[src/rtl/arb8_enc_if.sv]
// arb8_enc bus: requests, enable, ack in; granted index, gvalid, tmo out.
// Ports: en, req[7:0], ack, a0..a2 (index, a0 = LSB), gvalid, tmo.
interface arb8_enc_if;
  logic       en;
  logic [7:0] req;
  logic       ack;
  logic       a0;
  logic       a1;
  logic       a2;
  logic       gvalid;
  logic       tmo;

  modport master (
    output en, req, ack,
    input  a0, a1, a2, gvalid, tmo
  );

  modport slave (
    input  en, req, ack,
    output a0, a1, a2, gvalid, tmo
  );
endinterface

[src/rtl/arb8_enc.sv]
// arb8_enc: 8-slot round-robin arbiter with encoded, registered grant.
// Ports: sys_clk, resetl (async low), bus (arb8_enc_if.slave).
// Option ARB8_GRANT_TIMEOUT_EN: force-release a grant after TMO_CYCLES.
module arb8_enc #(
  parameter int unsigned TMO_CYCLES = 15
) (
  input logic       sys_clk,
  input logic       resetl,
  arb8_enc_if.slave bus
);

  typedef enum logic {IDLE, BUSY} state_t;

  state_t     state;
  logic [2:0] idx;
  logic [2:0] last;
  logic [2:0] pick;
  logic       hit;

  // First set request searching upward from last+1, wrapping 7 -> 0.
  always_comb begin
    pick = '0;
    hit  = 1'b0;
    for (int i = 1; i <= 8; i++) begin
      if (!hit && bus.req[last + 3'(i)]) begin
        hit  = 1'b1;
        pick = last + 3'(i);
      end
    end
  end

`ifdef ARB8_GRANT_TIMEOUT_EN
  localparam logic [3:0] TMO_LIM = 4'(TMO_CYCLES - 1);

  logic [3:0] cnt;
  logic       tmo_q;

  always_ff @(posedge sys_clk or negedge resetl) begin
    if (!resetl) begin
      state <= IDLE;
      idx   <= '0;
      last  <= 3'd7;
      cnt   <= '0;
      tmo_q <= 1'b0;
    end else begin
      tmo_q <= 1'b0;
      unique case (state)
        IDLE: begin
          if (bus.en && hit) begin
            state <= BUSY;
            idx   <= pick;
            cnt   <= '0;
          end
        end
        BUSY: begin
          // ack wins over a timeout landing on the same cycle
          if (bus.ack) begin
            state <= IDLE;
            last  <= idx;
          end else if (cnt == TMO_LIM) begin
            state <= IDLE;
            last  <= idx;
            tmo_q <= 1'b1;
          end else begin
            cnt <= cnt + 4'd1;
          end
        end
      endcase
    end
  end

  assign bus.tmo = tmo_q;
`else
  logic unused_tmo;

  assign unused_tmo = ^4'(TMO_CYCLES);

  always_ff @(posedge sys_clk or negedge resetl) begin
    if (!resetl) begin
      state <= IDLE;
      idx   <= '0;
      last  <= 3'd7;
    end else begin
      unique case (state)
        IDLE: begin
          if (bus.en && hit) begin
            state <= BUSY;
            idx   <= pick;
          end
        end
        BUSY: begin
          if (bus.ack) begin
            state <= IDLE;
            last  <= idx;
          end
        end
      endcase
    end
  end

  assign bus.tmo = 1'b0;
`endif

  assign bus.a0     = idx[0];
  assign bus.a1     = idx[1];
  assign bus.a2     = idx[2];
  assign bus.gvalid = (state == BUSY);

endmodule

[src/flat_wrapper.sv]
// flat-port wrapper written by rule: the top's interface ports become plain ports
module arb8_enc_flat 
#(
  parameter int unsigned TMO_CYCLES = 15
)
  (sys_clk, resetl, bus_en, bus_req, bus_ack, bus_a0, bus_a1, bus_a2, bus_gvalid, bus_tmo);
  arb8_enc_if bus_i ();
  input logic sys_clk;
  input logic resetl;
  input wire logic [$bits(bus_i.en)-1:0] bus_en;
  input wire logic [$bits(bus_i.req)-1:0] bus_req;
  input wire logic [$bits(bus_i.ack)-1:0] bus_ack;
  output wire logic [$bits(bus_i.a0)-1:0] bus_a0;
  output wire logic [$bits(bus_i.a1)-1:0] bus_a1;
  output wire logic [$bits(bus_i.a2)-1:0] bus_a2;
  output wire logic [$bits(bus_i.gvalid)-1:0] bus_gvalid;
  output wire logic [$bits(bus_i.tmo)-1:0] bus_tmo;
  assign bus_i.en = bus_en;
  assign bus_i.req = bus_req;
  assign bus_i.ack = bus_ack;
  assign bus_a0 = bus_i.a0;
  assign bus_a1 = bus_i.a1;
  assign bus_a2 = bus_i.a2;
  assign bus_gvalid = bus_i.gvalid;
  assign bus_tmo = bus_i.tmo;
  arb8_enc #(.TMO_CYCLES(TMO_CYCLES)) u_core (.sys_clk(sys_clk), .resetl(resetl), .bus(bus_i));
endmodule
[config.mk]
export PLATFORM = sky130hd
export DESIGN_NAME = arb8_enc_flat
export DESIGN_NICKNAME = d
export VERILOG_FILES = /design/src/rtl/arb8_enc_if.sv /design/src/rtl/arb8_enc.sv /design/src/flat_wrapper.sv
export SDC_FILE = /design/constraint.sdc
export NUM_CORES = 1
export LEC_CHECK = 0
export CAP_MARGIN = 20
export CORE_MARGIN = 4
export CORE_UTILIZATION = 31
export DETAILED_ROUTE_END_ITERATION = 10
export PLACE_DENSITY = 0.61
export SYNTH_ARGS = -nofsm -noshare
export SYNTH_HDL_FRONTEND = slang
export SYNTH_SLANG_ARGS = --single-unit
[constraint.sdc]
create_clock -name sys_clk -period 6.3 [get_ports sys_clk]
set_input_delay 0.945 -clock sys_clk [delete_from_list [all_inputs] [get_ports sys_clk]]
set_output_delay 0.945 -clock sys_clk [all_outputs]
set_load 0.05 [all_outputs]
==> results of run 1 <==
[layer usage]
metal / track usage (%) / vias up / wire [µm]
met2: 18.3 / 69 / 1390
met1: 18.9 / 526 / 1400
met4: 5.01 / 0 / 70
met3: 1.96 / 7 / 238
met5: 0 / - / 0
li1: - / 511 / -
[Yosys cell counts (2+ instances only)]
master / count
buf_4: 3
and2_1: 2
o32ai_1: 4
nand2_1: 7
nor2_1: 7
mux2_4: 2
inv_1: 8
nand2b_1: 2
o221ai_1: 2
a31oi_1: 2
o211ai_1: 2
buf_2: 2
mux4_1: 6
clkbuf_1: 4
a221oi_1: 2
mux4_2: 5
mux2i_1: 5
dfstp_2: 3
nand3_1: 2
ha_1: 2
nor2b_1: 2
o21ai_0: 5
mux2_2: 11
a22o_1: 2
a21oi_1: 6
dfrtp_1: 4
[through the flow]
| step | setup WS (ps) | hold slack [ps] | cell area [µm²] | power [mW] | std cells |
|---|---|---|---|---|---|
| final | 3010 | 544 | 1440 | 0.888 | 180 |
| after global routing | 2800 | 564 | 1440 | 0.953 | 180 |
| after global placement | 2920 | 533 | 1390 | 0.805 | 176 |
| after detailed placement | 2920 | 542 | 1390 | 0.807 | 176 |
| after CTS | 3020 | 551 | 1440 | 0.877 | 180 |
| after floorplan | 3320 | 649 | 1240 | 0.677 | 123 |
[power groups by stage]
stage / Sequential, mW / Clock [mW] / Combinational, mW
after CTS: 0.151 / 0.0654 / 0.661
final: 0.151 / 0.0632 / 0.674
after global placement: 0.148 / 0 / 0.657
after detailed placement: 0.151 / 0 / 0.656
after global routing: 0.159 / 0.0694 / 0.724
after floorplan: 0.123 / 0 / 0.554
[cell families (layout without fill, tap and decap cells)]
kind of cell | Yosys count | in the layout | synth area share, %
AO/OA/AOI/OAI | 37 | 37 | 22.5
flip-flops | 7 | 7 | 14.4
AND/OR/NAND/NOR | 25 | 25 | 10.5
buffers and inverters | 18 | 27 | 7.17
multiplexers | 30 | 30 | 39.4
other | 1 | 1 | 0.303
XOR/XNOR | 3 | 3 | 3.64
adder cells (fa/ha/maj) | 2 | 2 | 2.02
[sequential cells by signal, indices dropped and copies added (netlist names)]
signal             cells
u_core.last            3
u_core.bus.gvalid      1
u_core.idx             3
[final cells by class]
| class | instances | area share (%) |
|---|---|---|
| tap | 48 | 4.18 |
| sequential | 7 | 12.5 |
| timing repair buffer | 15 | 10.5 |
| multi-input combinational | 98 | 67.7 |
| clock buffer | 4 | 3.14 |
| inverter | 8 | 2.09 |
[worst max-delay path, delay by kind of cell (launching register included)]
family | cells | cell delay (ps)
and+or+nand+nor | 1 | 380
buffers and inverters | 1 | 130
adders and majority gates | 1 | 360
AOI/OAI and AO/OA | 3 | 600
muxes | 1 | 600
xor gates and xnor gates | 1 | 280
DFF | 1 | 840
[final timing paths]
check                                           startpoint  slack (ps)  cells after the start                     endpoint
worst max-delay path            u_core.last[0]$_DFFE_PN1P_        3010                      8    u_core.idx[2]$_DFFE_PN0P_
worst min-delay path             u_core.idx[0]$_DFFE_PN0P_         540                      1   u_core.last[0]$_DFFE_PN1P_
worst max register to register  u_core.last[0]$_DFFE_PN1P_        3010                      8    u_core.idx[2]$_DFFE_PN0P_
worst min register to register   u_core.idx[0]$_DFFE_PN0P_         540                      1   u_core.last[0]$_DFFE_PN1P_
max in group asynchronous                           resetl        5050                      1   u_core.last[1]$_DFFE_PN1P_
min in group asynchronous                           resetl         970                      1  u_core.bus.gvalid$_DFF_PN0_
==> results.toml, run 1 <==
[pwr]
pwr-share-comb_pct = 75.9
vdd_drop_max_mv = 0.388
power.switching_mw = 0.451
p_sw_share_pct = 50.8
total_leakage_power_nw = 0.536
internal_power_mw = 0.437
p_per_area_mw_per_mm2 = 619
pwr-share-seq_pct = 17.0
p_clk_share_pct = 7.1

[setup_path]
cp_cell_sequence = "inv_1 > ha_1 > xor2_4 > mux4_2 > and4bb_4 > a32oi_1 > a22o_1 > a41oi_1"
path_class = "reg -> reg"
crit_slowest_cell = "dfstp_2"
crit_arrival_ps = 3430
cp.required_ps = 6440
crit_path_end_kind = "flip-flop"
crit_fanout = 22
startpoint_type = "flip-flop"
critPathMaxStageDelay_ps = 840

[drt]
drt_iter0_drc = 83
vias = 1113
vias_per_cell = 6.18
ant_nets = 0
drt-total-wl_um = 3090
wl_per_cell_um = 17.2
drcViolationCount = 0
dr.pass1.iters = 5

[synth]
syn_area_per_cell_um2 = 10.1
synth_top_cell_area_share_pct = 12.7
synth_ff_type = "dfrtp_1"
synth_cell_types = 47
syn_area_mm2 = 0.00124
ys_ff_latch = 7
synthCells = 123
yosysSeqAreaShare_pct = 14.4
synthArstFlopShare_pct = 100
synth_area_leaders = "mux4_1, mux2_2, mux4_2"
synth_top_area_cell = "mux4_1"
yosys_warnings = 0
synth-edff-count = 0
syn_nets = 137

[clock_network]
cts.sinks = 7
cts-buffers-inserted = 3
clk_latency_ps = 230
clk_root_buffer_cell = "clkbuf_8"
cts_tree = "yes"
cts_hold_buf = 0
htree_levels = 1
cts_resized = 0
clkSlewWorstSetupHoldPaths_ps = 40
cts_setup_buffers = 0
cts_max_path_buffers = 2

[sta]
rsz0062_at_grt = "no"
slew_viol_final = 0
fmax_mhz = 304
setup_viol_count_final = 0
clock-skew-final_ps = 0.992
fin_crit_sh_pct = 52.3
timing.setup.tns_ps = 0
relSlewSlack_pct = 64.0
max_slew.worst_pin.slew_ps = 534
hold_viol = 0
period_needed_ps = 3290

[global_routing]
globalRouteOverflowTotal = 0
grt_usage_pct = 12.7
antenna_found_initial = 0
grt_pass1_vias = 1091
grt_max_degree = 23
grt_pass1_wl_um = 5330

[finish]
syn2layout_area_growth_pct = 15.9
layout-drive-gt1-share_pct = 21.2
fill_cells = 372
ff_latch_area_um2 = 179
num_antenna_cells = 0
layout.nets = 147
final_util_pct = 38.1
layout_common_cells = "clkdlybuf4s50_1, mux2_2, inv_1"
final_common_cell = "clkdlybuf4s50_1"
multi_input_area_um2 = 971

[place]
gp_congestion = 0.839
dp_hpwl_um = 2300
io_buffers = 15

[floorplanning]
start_util_pct = 32.8
rows = 22
dieArea_mm2 = 0.00507
chipWidth_um = 71.2
pin_count = 17
core_mm2 = 0.00377
die_h_um = 71.2

[job]
cap_violations = 0

[hold_path]
hold_path.class = "reg -> reg"

[status]
outcome = "finished clean"
Power figures use the tool's default switching activity.
==> run 2: changes to the inputs <==
Clock period 6.3 ns to 3.4 ns, I/O delays scaled along.
==> results.toml, run 2 (synthesis gave the netlist of run 1 again) <==
[drt]
vias_per_cell = 6.20
wl_per_cell_um = 17.9
drt-total-wl_um = 3290
top_layer_used = "met4"
ant_nets = 0
vias = 1140
dr_wl_met2_um = 1530
met1Wirelength_um = 1530
drt_iter0_drc = 47
dr.pass1.iters = 4
drcViolationCount = 0
dr_wl_met3_um = 167

[pwr]
pwr-share-comb_pct = 82.5
p_sw_share_pct = 50.5
internal_power_mw = 0.834
power.switching_mw = 0.851
p_clk_share_pct = 6.9
total_leakage_power_nw = 0.555
vdd_drop_max_mv = 0.540
p_per_area_mw_per_mm2 = 1150
pwr-share-seq_pct = 10.6

[clock_network]
clkSlewWorstSetupHoldPaths_ps = 40
clk_root_buffer_cell = "clkbuf_8"
cts_hold_buf = 0
cts_tree = "yes"
cts_setup_buffers = 0
cts.sinks = 7
cts-buffers-inserted = 3
clk_latency_ps = 230
htree_levels = 1
cts_max_path_buffers = 2
cts_resized = 0

[setup_path]
crit_fanout = 8
reg2reg_from = "u_core.last[1]$_DFFE_PN1P_"
cp.required_ps = 3530
r2r_setup_slack_ps = 490
path_class = "reg -> reg"
crit_path_end_kind = "flip-flop"
startpoint_type = "flip-flop"
rr_endpoint = "u_core.idx[2]$_DFFE_PN0P_"
ff2ff_path_depth = 8
crit_arrival_ps = 3040

[place]
io_buffers = 15
dp_hpwl_um = 2510
placed_cells = 180
gp_congestion = 0.922

[finish]
final_common_cell = "clkdlybuf4s50_1"
num_antenna_cells = 0
layout.nets = 151
layout-drive-gt1-share_pct = 23.5
layout_common_cells = "clkdlybuf4s50_1, mux2_2, inv_1"
fill_cells = 372
stdcell_count = 184
syn2layout_area_growth_pct = 18.3

[sta]
rsz0062_at_grt = "no"
setup_viol_count_final = 0
fmax_mhz = 344
relSlewSlack_pct = 60.4
hold_viol = 0
timing.setup.tns_ps = 0
clock-skew-final_ps = 1.31
slew_viol_final = 0
period_needed_ps = 2910
fin_crit_sh_pct = 85.6
max_slew.worst_pin.slew_ps = 586

[floorplanning]
start_util_pct = 32.8
pin_count = 17
core_mm2 = 0.00377
dieArea_mm2 = 0.00507
die_h_um = 71.2
rows = 22
chipWidth_um = 71.2

[global_routing]
globalRouteOverflowTotal = 0
grt_pass1_wl_um = 5470
grt_usage_pct = 13.4
grt_max_degree = 22
grt_pass1_vias = 1085
antenna_found_initial = 0

[hold_path]
worstHoldStart = "u_core.idx[0]$_DFFE_PN0P_"
worstHoldPathCells = 1
min_to = "u_core.last[0]$_DFFE_PN1P_"
hold_path.class = "reg -> reg"

[status]
outcome = "finished clean"

[job]
cap_violations = 0
==> run 2: changes by cell type in the layout (fill, tap and decap cells not counted), sizes merged <==
cell,previous run,this run
buf,0,4
==> run 2: cell type report <==
class	count	area [µm²]	share of cell area, %
clock buffers	4	45.0	3.07
inverters	8	30.0	2.05
multi-input cells	98	971	66.3
flip-flops and latches	7	179	12.2
well taps	48	60.1	4.10
repair buffers	19	180	12.3
==> run 2: worst max path at each step <==
stage                               start                         to  slack (ps)  cells past startpoint
2_1_floorplan  u_core.last[1]$_DFFE_PN1P_  u_core.idx[2]$_DFFE_PN0P_         420                     11
3_3_place_gp                   bus_req[7]  u_core.idx[2]$_DFFE_PN0P_         430                      7
3_5_place_dp                   bus_req[6]  u_core.idx[2]$_DFFE_PN0P_         440                      7
4_1_cts        u_core.last[1]$_DFFE_PN1P_  u_core.idx[2]$_DFFE_PN0P_         480                      8
5_1_grt        u_core.last[1]$_DFFE_PN1P_  u_core.idx[2]$_DFFE_PN0P_         320                      8
6_report       u_core.last[1]$_DFFE_PN1P_  u_core.idx[2]$_DFFE_PN0P_         490                      8
==> run 2: power by group through the flow <==
stage / clock network, mW / registers, mW / logic (mW)
2_1_floorplan: 0 / 0.228 / 1.03
3_3_place_gp: 0 / 0.180 / 1.35
3_5_place_dp: 0 / 0.181 / 1.36
4_1_cts: 0.121 / 0.181 / 1.37
5_1_grt: 0.126 / 0.189 / 1.50
6_report: 0.116 / 0.179 / 1.39
==> run 2: worst max-delay path: stages (launching register included) <==
cell,delay (ps)
dfstp_2,520
inv_1,100
ha_1,350
xor2_4,290
mux4_2,600
and4bb_4,380
a32oi_1,100
a22o_1,250
a41oi_1,220
==> run 2: stage by stage <==
stage	hold slack [ps]	setup slack (ps)	power (mW)	cell area, µm²	util [%]
after floorplan	214	418	1.25	1240	-
after global placement	541	434	1.53	1420	37.7
after detailed placement	527	441	1.54	1420	37.7
after CTS	544	484	1.67	1470	38.9
after global routing	561	319	1.82	1470	38.9
final	532	489	1.69	1470	38.9
==> run 2: metal layers <==
metal / vias up / GRT usage (%)
li1: 519 / -
met1: 563 / 20.0
met2: 52 / 19.1
met3: 6 / 1.96
met4: 0 / 5.64
met5: - / 0
==> run 3: changes to the inputs <==
Settings changed: SKIP_CTS_REPAIR_TIMING set to 1.
Clock period 3.4 ns to 3.6 ns, I/O delays scaled along.
==> results.toml, run 3 (synthesis gave the netlist of run 1 again) <==
[pwr]
vdd_drop_max_mv = 0.702
finalPower_mw = 1.55
p_per_area_mw_per_mm2 = 1070
total_leakage_power_nw = 0.545

[setup_path]
cp.required_ps = 3740
cp_cell_sequence = "inv_1 > ha_1 > xor2_4 > mux4_2 > and4bb_4 > a32oi_1 > a22o_1 > a41oi_1"
crit_arrival_ps = 2990
crit_fanout = 8
path_class = "reg -> reg"
critPathMaxStageDelay_ps = 600
crit_slowest_cell = "mux4_2"
startpoint_type = "flip-flop"
crit_path_end_kind = "flip-flop"

[finish]
syn2layout_area_growth_pct = 17.1
layout-drive-gt1-share_pct = 22.4
final_common_cell = "clkdlybuf4s50_1"
num_antenna_cells = 0
layout.nets = 149
layout_common_cells = "clkdlybuf4s50_1, mux2_2, inv_1"

[sta]
slew_viol_final = 0
period_needed_ps = 2850
max_slew.worst_pin.slew_ps = 526
fin_crit_sh_pct = 79.2
timing.setup.tns_ps = 0
clock-skew-final_ps = 1.06
rsz0062_at_grt = "no"
fmax_mhz = 351
setup_viol_count_final = 0
hold_viol = 0
relSlewSlack_pct = 64.5

[drt]
wl_per_cell_um = 17.0
ant_nets = 0
drcViolationCount = 0
vias = 1089
drt-total-wl_um = 3100
drt_iter0_drc = 57
dr.pass1.iters = 4
vias_per_cell = 5.98

[floorplanning]
die_h_um = 71.2
rows = 22
start_util_pct = 32.8
pin_count = 17
core_mm2 = 0.00377
dieArea_mm2 = 0.00507
chipWidth_um = 71.2

[place]
io_buffers = 15
gp_congestion = 0.858
dp_hpwl_um = 2440

[clock_network]
clkSlewWorstSetupHoldPaths_ps = 40
cts.sinks = 7
cts_tree = "yes"
clk_latency_ps = 220
cts-buffers-inserted = 3
cts_max_path_buffers = 2
htree_levels = 1
clk_root_buffer_cell = "clkbuf_8"

[global_routing]
grt_pass1_vias = 1082
grt_usage_pct = 12.8
antenna_found_initial = 0
globalRouteOverflowTotal = 0
grtUsageMet3_pct = 1.40
grt_max_degree = 22
grt_pass1_wl_um = 5350
gr-usage-met1_pct = 18.5
top_usage_layer = "met2"
grt.met2_usage_pct = 19.7

[hold_path]
hold_path.class = "reg -> reg"

[status]
outcome = "finished clean"

[job]
cap_violations = 0
## run 3: critical path: cells and delay by family, from the launching register on
family                   cells  cell delay, ps
multiplexers                 1             600
AO/OA/AOI/OAI                3             550
flip-flops                   1             520
AND/OR/NAND/NOR              1             370
adder cells (fa/ha/maj)      1             350
XOR/XNOR                     1             300
buffers and inverters        1              90
## run 3: final timing paths
kind | cells after the start | start | to | slack (ps)
max reg2reg | 8 | u_core.last[1]$_DFFE_PN1P_ | u_core.idx[2]$_DFFE_PN0P_ | 750
min | 1 | u_core.idx[0]$_DFFE_PN0P_ | u_core.last[0]$_DFFE_PN1P_ | 550
min reg2reg | 1 | u_core.idx[0]$_DFFE_PN0P_ | u_core.last[0]$_DFFE_PN1P_ | 550
max | 8 | u_core.last[1]$_DFFE_PN1P_ | u_core.idx[2]$_DFFE_PN0P_ | 750
min in group asynchronous | 1 | resetl | u_core.idx[2]$_DFFE_PN0P_ | 580
max in group asynchronous | 1 | resetl | u_core.last[1]$_DFFE_PN1P_ | 2730
## run 3: layout make-up
type | instances | area [µm²]
clock buffers | 4 | 45.0
flip-flops and latches | 7 | 179
inverters | 8 | 30.0
well taps | 48 | 60.1
fillers | 359 | 2320
repair buffers | 17 | 165
multi-input cells | 98 | 971
## run 3: metrics by stage
step	cell area, µm²	worst slack, ps	hold WS [ps]	instances	utilization [%]
global placement	1410	711	528	178	37.3
global route	1450	581	577	182	38.5
floorplan	1240	618	244	123	-
finish	1450	748	548	182	38.5
detailed placement	1410	638	540	178	37.3
CTS	1450	750	555	182	38.5
## run 3: power breakdown
| group | internal (mW) | switching, mW |
|---|---|---|
| Clock | 0.0764 | 0.0317 |
| Sequential | 0.128 | 0.0584 |
| Combinational | 0.571 | 0.687 |
## run 3: per-layer routing
| metal | vias to the layer above | routed length, µm |
|---|---|---|
| met3 | 8 | 183 |
| met2 | 51 | 1430 |
| met4 | 0 | 75 |
| met1 | 516 | 1400 |
| li1 | 514 | - |
| met5 | - | 0 |
